===== src/rtl/mem_arb_pkg.sv =====
// Shared types for the memory request arbiter: FSM states, arbitration
// modes and the core's memory operation type with a strobe helper.
package mem_arb_pkg;

  typedef enum logic [1:0] {
    IDLE   = 2'd0,
    ACCESS = 2'd1,
    RESP   = 2'd2
  } arb_state_e;

  localparam int ARB_FIXED = 0;
  localparam int ARB_RR    = 1;

  // Memory operation type issued by the core's load/store unit.
  typedef enum logic [3:0] {
    CU_NOP = 4'd0,
    CU_LB  = 4'd1,
    CU_LH  = 4'd2,
    CU_LW  = 4'd3,
    CU_LBU = 4'd4,
    CU_LHU = 4'd5,
    CU_SB  = 4'd6,
    CU_SH  = 4'd7,
    CU_SW  = 4'd8
  } cuOPType;

  // True for operations that drive the write port.
  function automatic logic cu_is_store(input cuOPType op);
    return (op == CU_SB) || (op == CU_SH) || (op == CU_SW);
  endfunction

  // Byte strobes for a 32-bit word: SB selects one lane at addr[1:0], SH
  // selects the aligned half-word, everything else selects the whole word.
  function automatic logic [3:0] cu_strb(input cuOPType op, input logic [1:0] addr_lo);
    logic [3:0] s;
    case (op)
      CU_SB:   s = 4'b0001 << addr_lo;
      CU_SH:   s = addr_lo[1] ? 4'b1100 : 4'b0011;
      default: s = 4'b1111;
    endcase
    return s;
  endfunction

endpackage


===== src/rtl/rr_grant.sv =====
// Combinational grant picker: lowest-index request in fixed mode, or the
// first request found after last_grant (wrapping) in round-robin mode.
module rr_grant
  import mem_arb_pkg::*;
#(
  parameter int NPORTS = 2,
  parameter int IDX_W  = $clog2(NPORTS)
) (
  input  logic [NPORTS-1:0] req_i,
  input  logic [IDX_W-1:0]  last_grant_i,
  input  logic              rr_mode_i,
  output logic [IDX_W-1:0]  grant_o,
  output logic              valid_o
);

  // cand_idx[s] is the port examined in search slot s; slot 0 is searched first.
  logic [IDX_W-1:0] cand_idx [NPORTS];

  for (genvar gi = 0; gi < NPORTS; gi++) begin : g_cand
    logic [IDX_W:0] rr_sum;
    // last_grant + 1 + slot never exceeds 2*NPORTS-1, so one subtraction wraps it.
    assign rr_sum = {1'b0, last_grant_i} + (IDX_W+1)'(gi + 1);
    assign cand_idx[gi] = !rr_mode_i                    ? IDX_W'(gi) :
                          (rr_sum >= (IDX_W+1)'(NPORTS)) ? IDX_W'(rr_sum - (IDX_W+1)'(NPORTS)) :
                                                          rr_sum[IDX_W-1:0];
  end

  // Scan slots from last to first so the earliest slot holding a request wins.
  always_comb begin
    grant_o = '0;
    valid_o = 1'b0;
    for (int i = NPORTS - 1; i >= 0; i--) begin
      if (req_i[cand_idx[i]]) begin
        grant_o = cand_idx[i];
        valid_o = 1'b1;
      end
    end
  end

endmodule


===== src/rtl/mem_request_arbiter.sv =====
// N-port memory request arbiter sharing one RAM port. Three-state FSM:
// IDLE picks a requester and latches its command, ACCESS drives the RAM
// until ram_busy drops (or the timeout expires), RESP presents ack/err.
module mem_request_arbiter
  import mem_arb_pkg::*;
#(
  parameter int NPORTS   = 2,
  parameter int ADDR_W   = 32,
  parameter int DATA_W   = 32,
  parameter int ARB_MODE = 0,
  parameter int TIMEOUT  = 255
) (
  input  logic                       CLK,
  input  logic                       RST,
  input  logic [NPORTS-1:0]          req,
  input  logic [NPORTS-1:0]          we,
  input  logic [NPORTS*ADDR_W-1:0]   addr,
  input  logic [NPORTS*DATA_W-1:0]   wdata,
  input  logic [NPORTS*DATA_W/8-1:0] strb,
  output logic [NPORTS-1:0]          ack,
  output logic [NPORTS-1:0]          err,
  output logic [DATA_W-1:0]          rdata,
  output logic                       Ren,
  output logic                       Wen,
  output logic [ADDR_W-1:0]          ramaddr,
  output logic [DATA_W-1:0]          ramstore,
  output logic [DATA_W/8-1:0]        ramstrb,
  input  logic [DATA_W-1:0]          ramload,
  input  logic                       ram_busy
);

  localparam int IDX_W  = $clog2(NPORTS);
  localparam int STRB_W = DATA_W / 8;
  localparam int CNT_W  = (TIMEOUT > 0) ? $clog2(TIMEOUT + 1) : 1;

  // Per-port views of the packed request buses.
  logic [ADDR_W-1:0] addr_a  [NPORTS];
  logic [DATA_W-1:0] wdata_a [NPORTS];
  logic [STRB_W-1:0] strb_a  [NPORTS];

  for (genvar gi = 0; gi < NPORTS; gi++) begin : g_unpack
    assign addr_a[gi]  = addr[gi*ADDR_W +: ADDR_W];
    assign wdata_a[gi] = wdata[gi*DATA_W +: DATA_W];
    assign strb_a[gi]  = strb[gi*STRB_W +: STRB_W];
  end

  arb_state_e        state_q, state_d;
  logic [IDX_W-1:0]  grant_q, grant_d;
  logic [IDX_W-1:0]  last_grant_q, last_grant_d;
  logic              we_q, we_d;
  logic [CNT_W-1:0]  cnt_q, cnt_d;
  logic              ren_q, ren_d;
  logic              wen_q, wen_d;
  logic [ADDR_W-1:0] ramaddr_q, ramaddr_d;
  logic [DATA_W-1:0] ramstore_q, ramstore_d;
  logic [STRB_W-1:0] ramstrb_q, ramstrb_d;
  logic [DATA_W-1:0] rdata_q, rdata_d;
  logic [NPORTS-1:0] ack_q, ack_d;
  logic [NPORTS-1:0] err_q, err_d;

  logic [IDX_W-1:0]  gnt_idx;
  logic              gnt_valid;

  rr_grant #(
    .NPORTS (NPORTS),
    .IDX_W  (IDX_W)
  ) u_rr_grant (
    .req_i        (req),
    .last_grant_i (last_grant_q),
    .rr_mode_i    (ARB_MODE == ARB_RR),
    .grant_o      (gnt_idx),
    .valid_o      (gnt_valid)
  );

  // Next-state and registered-output logic; ack/err default low so they pulse.
  always_comb begin
    state_d      = state_q;
    grant_d      = grant_q;
    last_grant_d = last_grant_q;
    we_d         = we_q;
    cnt_d        = cnt_q;
    ren_d        = ren_q;
    wen_d        = wen_q;
    ramaddr_d    = ramaddr_q;
    ramstore_d   = ramstore_q;
    ramstrb_d    = ramstrb_q;
    rdata_d      = rdata_q;
    ack_d        = '0;
    err_d        = '0;

    case (state_q)
      IDLE: begin
        if (gnt_valid) begin
          state_d      = ACCESS;
          grant_d      = gnt_idx;
          last_grant_d = gnt_idx;
          we_d         = we[gnt_idx];
          ren_d        = !we[gnt_idx];
          wen_d        = we[gnt_idx];
          ramaddr_d    = addr_a[gnt_idx];
          ramstore_d   = wdata_a[gnt_idx];
          // Reads present a full-word strobe to the RAM.
          ramstrb_d    = we[gnt_idx] ? strb_a[gnt_idx] : '1;
          cnt_d        = '0;
        end
      end

      ACCESS: begin
        if (!ram_busy) begin
          state_d        = RESP;
          ren_d          = 1'b0;
          wen_d          = 1'b0;
          ack_d[grant_q] = 1'b1;
          if (!we_q) begin
            rdata_d = ramload;
          end
        end else if ((TIMEOUT != 0) && (cnt_q == CNT_W'(TIMEOUT))) begin
          // Abandon the access; rdata keeps its previous value.
          state_d        = RESP;
          ren_d          = 1'b0;
          wen_d          = 1'b0;
          err_d[grant_q] = 1'b1;
        end else if (TIMEOUT != 0) begin
          cnt_d = cnt_q + CNT_W'(1);
        end
      end

      RESP: begin
        state_d = IDLE;
      end

      default: begin
        state_d = IDLE;
      end
    endcase
  end

  // State and command registers; reset clears every output immediately.
  always_ff @(posedge CLK or posedge RST) begin
    if (RST) begin
      state_q      <= IDLE;
      grant_q      <= '0;
      last_grant_q <= IDX_W'(NPORTS - 1);
      we_q         <= 1'b0;
      cnt_q        <= '0;
      ren_q        <= 1'b0;
      wen_q        <= 1'b0;
      ramaddr_q    <= '0;
      ramstore_q   <= '0;
      ramstrb_q    <= '0;
      rdata_q      <= '0;
      ack_q        <= '0;
      err_q        <= '0;
    end else begin
      state_q      <= state_d;
      grant_q      <= grant_d;
      last_grant_q <= last_grant_d;
      we_q         <= we_d;
      cnt_q        <= cnt_d;
      ren_q        <= ren_d;
      wen_q        <= wen_d;
      ramaddr_q    <= ramaddr_d;
      ramstore_q   <= ramstore_d;
      ramstrb_q    <= ramstrb_d;
      rdata_q      <= rdata_d;
      ack_q        <= ack_d;
      err_q        <= err_d;
    end
  end

  assign Ren      = ren_q;
  assign Wen      = wen_q;
  assign ramaddr  = ramaddr_q;
  assign ramstore = ramstore_q;
  assign ramstrb  = ramstrb_q;
  assign rdata    = rdata_q;
  assign ack      = ack_q;
  assign err      = err_q;

endmodule


===== config.mk =====
export PLATFORM = sky130hd
export DESIGN_NAME = mem_request_arbiter
export DESIGN_NICKNAME = d
export VERILOG_FILES = /design/src/rtl/mem_arb_pkg.sv /design/src/rtl/rr_grant.sv /design/src/rtl/mem_request_arbiter.sv
export SDC_FILE = /design/constraint.sdc
export NUM_CORES = 1
export LEC_CHECK = 0
export CAP_MARGIN = 20
export CORE_UTILIZATION = 39
export CTS_CLUSTER_SIZE = 25
export DETAILED_ROUTE_END_ITERATION = 8
export PLACE_DENSITY_LB_ADDON = 0.25
export SYNTH_ARGS = -nofsm -noshare
export SYNTH_HDL_FRONTEND = slang
export SYNTH_HIERARCHICAL = 1
export SYNTH_SLANG_ARGS = --single-unit

===== constraint.sdc =====
create_clock -name CLK -period 4.25 [get_ports CLK]
set_clock_uncertainty 0.05 [all_clocks]
set_input_delay 0.425 -clock CLK [delete_from_list [all_inputs] [get_ports CLK]]
set_output_delay 0.425 -clock CLK [all_outputs]
set_load 0.005 [all_outputs]

==> metrics.md <==
| Metric | Value |
|---|---|
| Maxcap violations | `0` |
| Antenna violations before repair | `0` |
| Vias | `4423` |
| Netlist cell types | `41` |
| Die height | `118 um` |
| Worst Max-Slew Pin Slew | `0.736 ns` |
| Initial Utilization | `40.7%` |
| Num rows | `41` |
| Critical path origin | `req[0]` |
| # IOs | `281` |
| RSZ-0062 raised after global routing | `false` |
| Post-CTS setup buffer count | `0` |
| CTS Hold Bufs | `0` |
| Count of state elements after synthesis | `119` |
| PortBufs | `280` |
| Final Max Slew Viols | `0` |
| Reg2Reg Depth | `4` |
| Die X | `118 um` |
| Clk sinks | `119` |
| Sequential area share after synthesis | `56.9%` |
| Fin nets | `909` |
| Iteration-0 DRC Markers | `122` |
| Worst Path Class, Setup | `in -> reg` |
| Area delta synth->final | `67.6%` |
| TritonCTS buffer count | `17` |
| Root Buffer | `clkbuf_16` |
| CTS tree | `built` |
| Number of global-route vias before repair | `4573` |
| GR Overflow Total | `0` |
| Post-Route Setup TNS | `0 ns` |
| Total track usage | `21.4%` |
| Final Hold Vio Count | `0` |
| Min-delay worst type | `reg -> reg` |
| Clk_lat worst skew | `0.41 ns` |
| Slowest-stage cell, CP | `clkdlybuf4s50_1` |
| PwrDens | `635 mW/mm^2` |
| Syn_nets | `630` |
| Run status | `completed` |
| Inserted Diodes | `0` |
| Clk buf depth | `2` |
| Reg2Reg Setup Slack | `2.46 ns` |
| Initial DRT Pass Iterations | `4` |
| CP endpoint | `ramstore[14]$_DFFE_PP0P_` |
| GPL Wtd Cong | `0.799` |
| First-pass GRT wire length | `22900 um` |
| Die footprint | `0.0139 sq mm` |
| Final min period | `1.98 ns` |
| Worst slew margin | `50.9%` |
| WL final | `14200 um` |
| Max Clk Rate | `0.506 GHz` |
| RR Endpoint | `rdata[2]$_DFFE_PP0P_` |
| Startpoint type of the worst setup path | `input pin` |
| H-tree levels | `4` |
| Wire per inst | `15.5 um` |
| Utilization after layout | `68.2%` |
| Synth warn | `6` |
| Max Fanout on Critical Path | `105` |
| Post-CTS sizing | `0` |
| RR Startpoint | `state_q[1]$_DFFE_PP0P_` |
| Avg Inst Size Synth | `11.5 sq um` |
| Cell area after synthesis | `0.00524 sq mm` |
| Data arrival, critical path | `2.24 ns` |
| Leakage | `3.74 nW` |
| Slowest stage delay, CP | `0.52 ns` |
| CTS clock-pin slew for the worst setup and hold paths | `0.05 ns` |
| Critical-path cell list | `clkdlybuf4s50_1 > or2_1 > nor2b_1 > nand2b_4 > buf_16 > o21ai_0` |
| Residual DRC | `0` |
| Core area | `0.0129 sq mm` |
| CP Capture Type | `flop` |
| Maximum vdd drop | `316 uV` |
| Mapped Cells | `454` |
| Share of post-route cells with drive strength above 1 | `10.6%` |
| Detailed Place HPWL | `10800 um` |
| Final hold slack | `0.424 ns` |
| Final Setup Violations | `0` |
| Vias/cell | `4.82` |
| Final Cycle Share | `46.5%` |
| Post-route antenna net violation count | `0` |
| CP required | `4.51 ns` |
| Largest net degree at the start of global routing | `136` |
==> report_power, final <==
part           internal (mW)  switching [mW]  total, mW
clock                  0.890           0.500       1.39
combinational           1.36           0.866       2.22
sequential              1.66           0.304       1.96
total                   3.90            1.67       5.57
==> critical path: cells and delay by family <==
kind	cells	cell delay, ns
AOI/OAI and AO/OA	1	0.26
buffers and inverters	2	0.82
and+or+nand+nor	3	0.66
==> flip-flops by register name (all words and copies together) (netlist names) <==
signal	cells
we_q	1
rdata	32
err	2
cnt_q	8
state_q	2
ramstrb	4
Ren	1
Wen	1
ramstore	32
last_grant_q	1
grant_q	1
ramaddr	32
ack	2
==> routing by layer <==
layer / wire (um) / part of all wire, % / global-route usage, %
met4: 204 / 1.4 / 6.81
met2: 7280 / 51 / 37.4
met5: 0 / 0 / 0
met3: 1250 / 8.8 / 8.72
met1: 5480 / 39 / 23.4
==> area by class of cell <==
cell class / count / area [sq um]
Timing Repair Buffer: 286 / 2870
Multi-Input combinational cell: 304 / 2110
Clock inverter: 12 / 128
Tap cell: 172 / 215
Clock buffer: 20 / 457
Fill cell: 985 / 4100
Inverter: 5 / 21.3
Sequential cell: 119 / 2980
==> metrics by stage <==
stage | std cells | total power [mW] | instance area, sq um | setup slack [ns]
2_1_floorplan | 454 | 2.83 | 5240 | 0.619
3_3_place_gp | 885 | 4.12 | 8160 | 1.48
3_5_place_dp | 885 | 4.21 | 8160 | 1.38
4_1_cts | 917 | 5.62 | 8750 | 1.81
5_1_grt | 918 | 5.95 | 8780 | 2.13
6_report | 918 | 5.57 | 8780 | 2.27
==> logic make-up (layout without fill, tap and decap cells) <==
kind of cell,after synthesis,after routing,share of synthesized area [%]
AOI/OAI and AO/OA,91,91,9.85
adders and majority gates,1,1,0.239
muxes,100,100,19.9
xor gates and xnor gates,1,1,0.167
buffers and inverters,31,323,3.18
and+or+nand+nor,110,110,9.70
other,1,1,0.0716
DFF,119,119,56.9
==> cells in the mapped netlist <==
| cell | number | area, sq um |
|---|---|---|
| nor3_2 | 1 | 10.0 |
| nand3_1 | 6 | 30.0 |
| conb_1 | 1 | 3.75 |
| a22oi_1 | 1 | 7.51 |
| inv_1 | 5 | 18.8 |
| xor2_1 | 1 | 8.76 |
| a211o_1 | 1 | 8.76 |
| nor2b_1 | 2 | 12.5 |
| or3_1 | 1 | 6.26 |
| and4_4 | 1 | 11.3 |
| and3_1 | 2 | 12.5 |
| nand2_1 | 73 | 274 |
| o21ai_0 | 74 | 370 |
| nor3_1 | 6 | 30.0 |
| a21oi_1 | 6 | 30.0 |
| a2111oi_2 | 1 | 15.0 |
| nor3_4 | 1 | 16.3 |
| dfrtp_1 | 118 | 2950 |
| a21o_1 | 2 | 15.0 |
| a41oi_4 | 1 | 27.5 |
| mux2_2 | 30 | 338 |
| nand3b_4 | 1 | 20.0 |
| nand2b_2 | 1 | 8.76 |
| nand4_1 | 1 | 6.26 |
| nor2_4 | 1 | 11.3 |
| o22a_1 | 1 | 8.76 |
| buf_2 | 13 | 65.1 |
| ha_1 | 1 | 12.5 |
| a31oi_1 | 1 | 6.26 |
| nor2_1 | 9 | 33.8 |
| or2_1 | 1 | 6.26 |
| a21boi_1 | 1 | 7.51 |
| mux2_1 | 2 | 22.5 |
| clkbuf_1 | 7 | 26.3 |
| buf_4 | 3 | 22.5 |
| a41o_1 | 1 | 10.0 |
| mux2i_1 | 68 | 681 |
| nand2b_1 | 3 | 18.8 |
| buf_6 | 3 | 33.8 |
| a22o_1 | 1 | 8.76 |
| dfstp_2 | 1 | 26.3 |
==> cells in the final DEF, fill, tap and decap left out, types with 2 or more instances in the layout <==
master	count
a21o_1	2
a21oi_1	6
and3_1	2
buf_4	5
bufinv_16	2
clkbuf_16	17
clkbuf_8	2
clkdlybuf4s50_1	280
clkinv_2	4
clkinv_4	2
clkinvlp_4	4
dfrtp_1	118
inv_1	4
mux2_1	2
mux2_2	30
mux2i_1	68
nand2_1	73
nand2b_1	2
nand3_1	6
nor2_1	9
nor2b_1	2
nor3_1	6
o21ai_0	74
==> worst min path at each step <==
| stage | startpoint | end | slack [ns] | depth (start not counted) |
|---|---|---|---|---|
| floorplan | grant_q$_DFFE_PP0P_ | ack[0]$_DFF_PP0_ | 0.38 | 1 |
| global placement | grant_q$_DFFE_PP0P_ | err[0]$_DFF_PP0_ | 0.40 | 1 |
| detailed placement | last_grant_q$_DFFE_PP1P_ | last_grant_q$_DFFE_PP1P_ | 0.41 | 2 |
| CTS | last_grant_q$_DFFE_PP1P_ | last_grant_q$_DFFE_PP1P_ | 0.43 | 2 |
| global route | grant_q$_DFFE_PP0P_ | err[0]$_DFF_PP0_ | 0.44 | 1 |
| finish | ramstore[19]$_DFFE_PP0P_ | ramstore[19]$_DFFE_PP0P_ | 0.42 | 2 |
No activity file was read; power rests on OpenSTA's default activity.
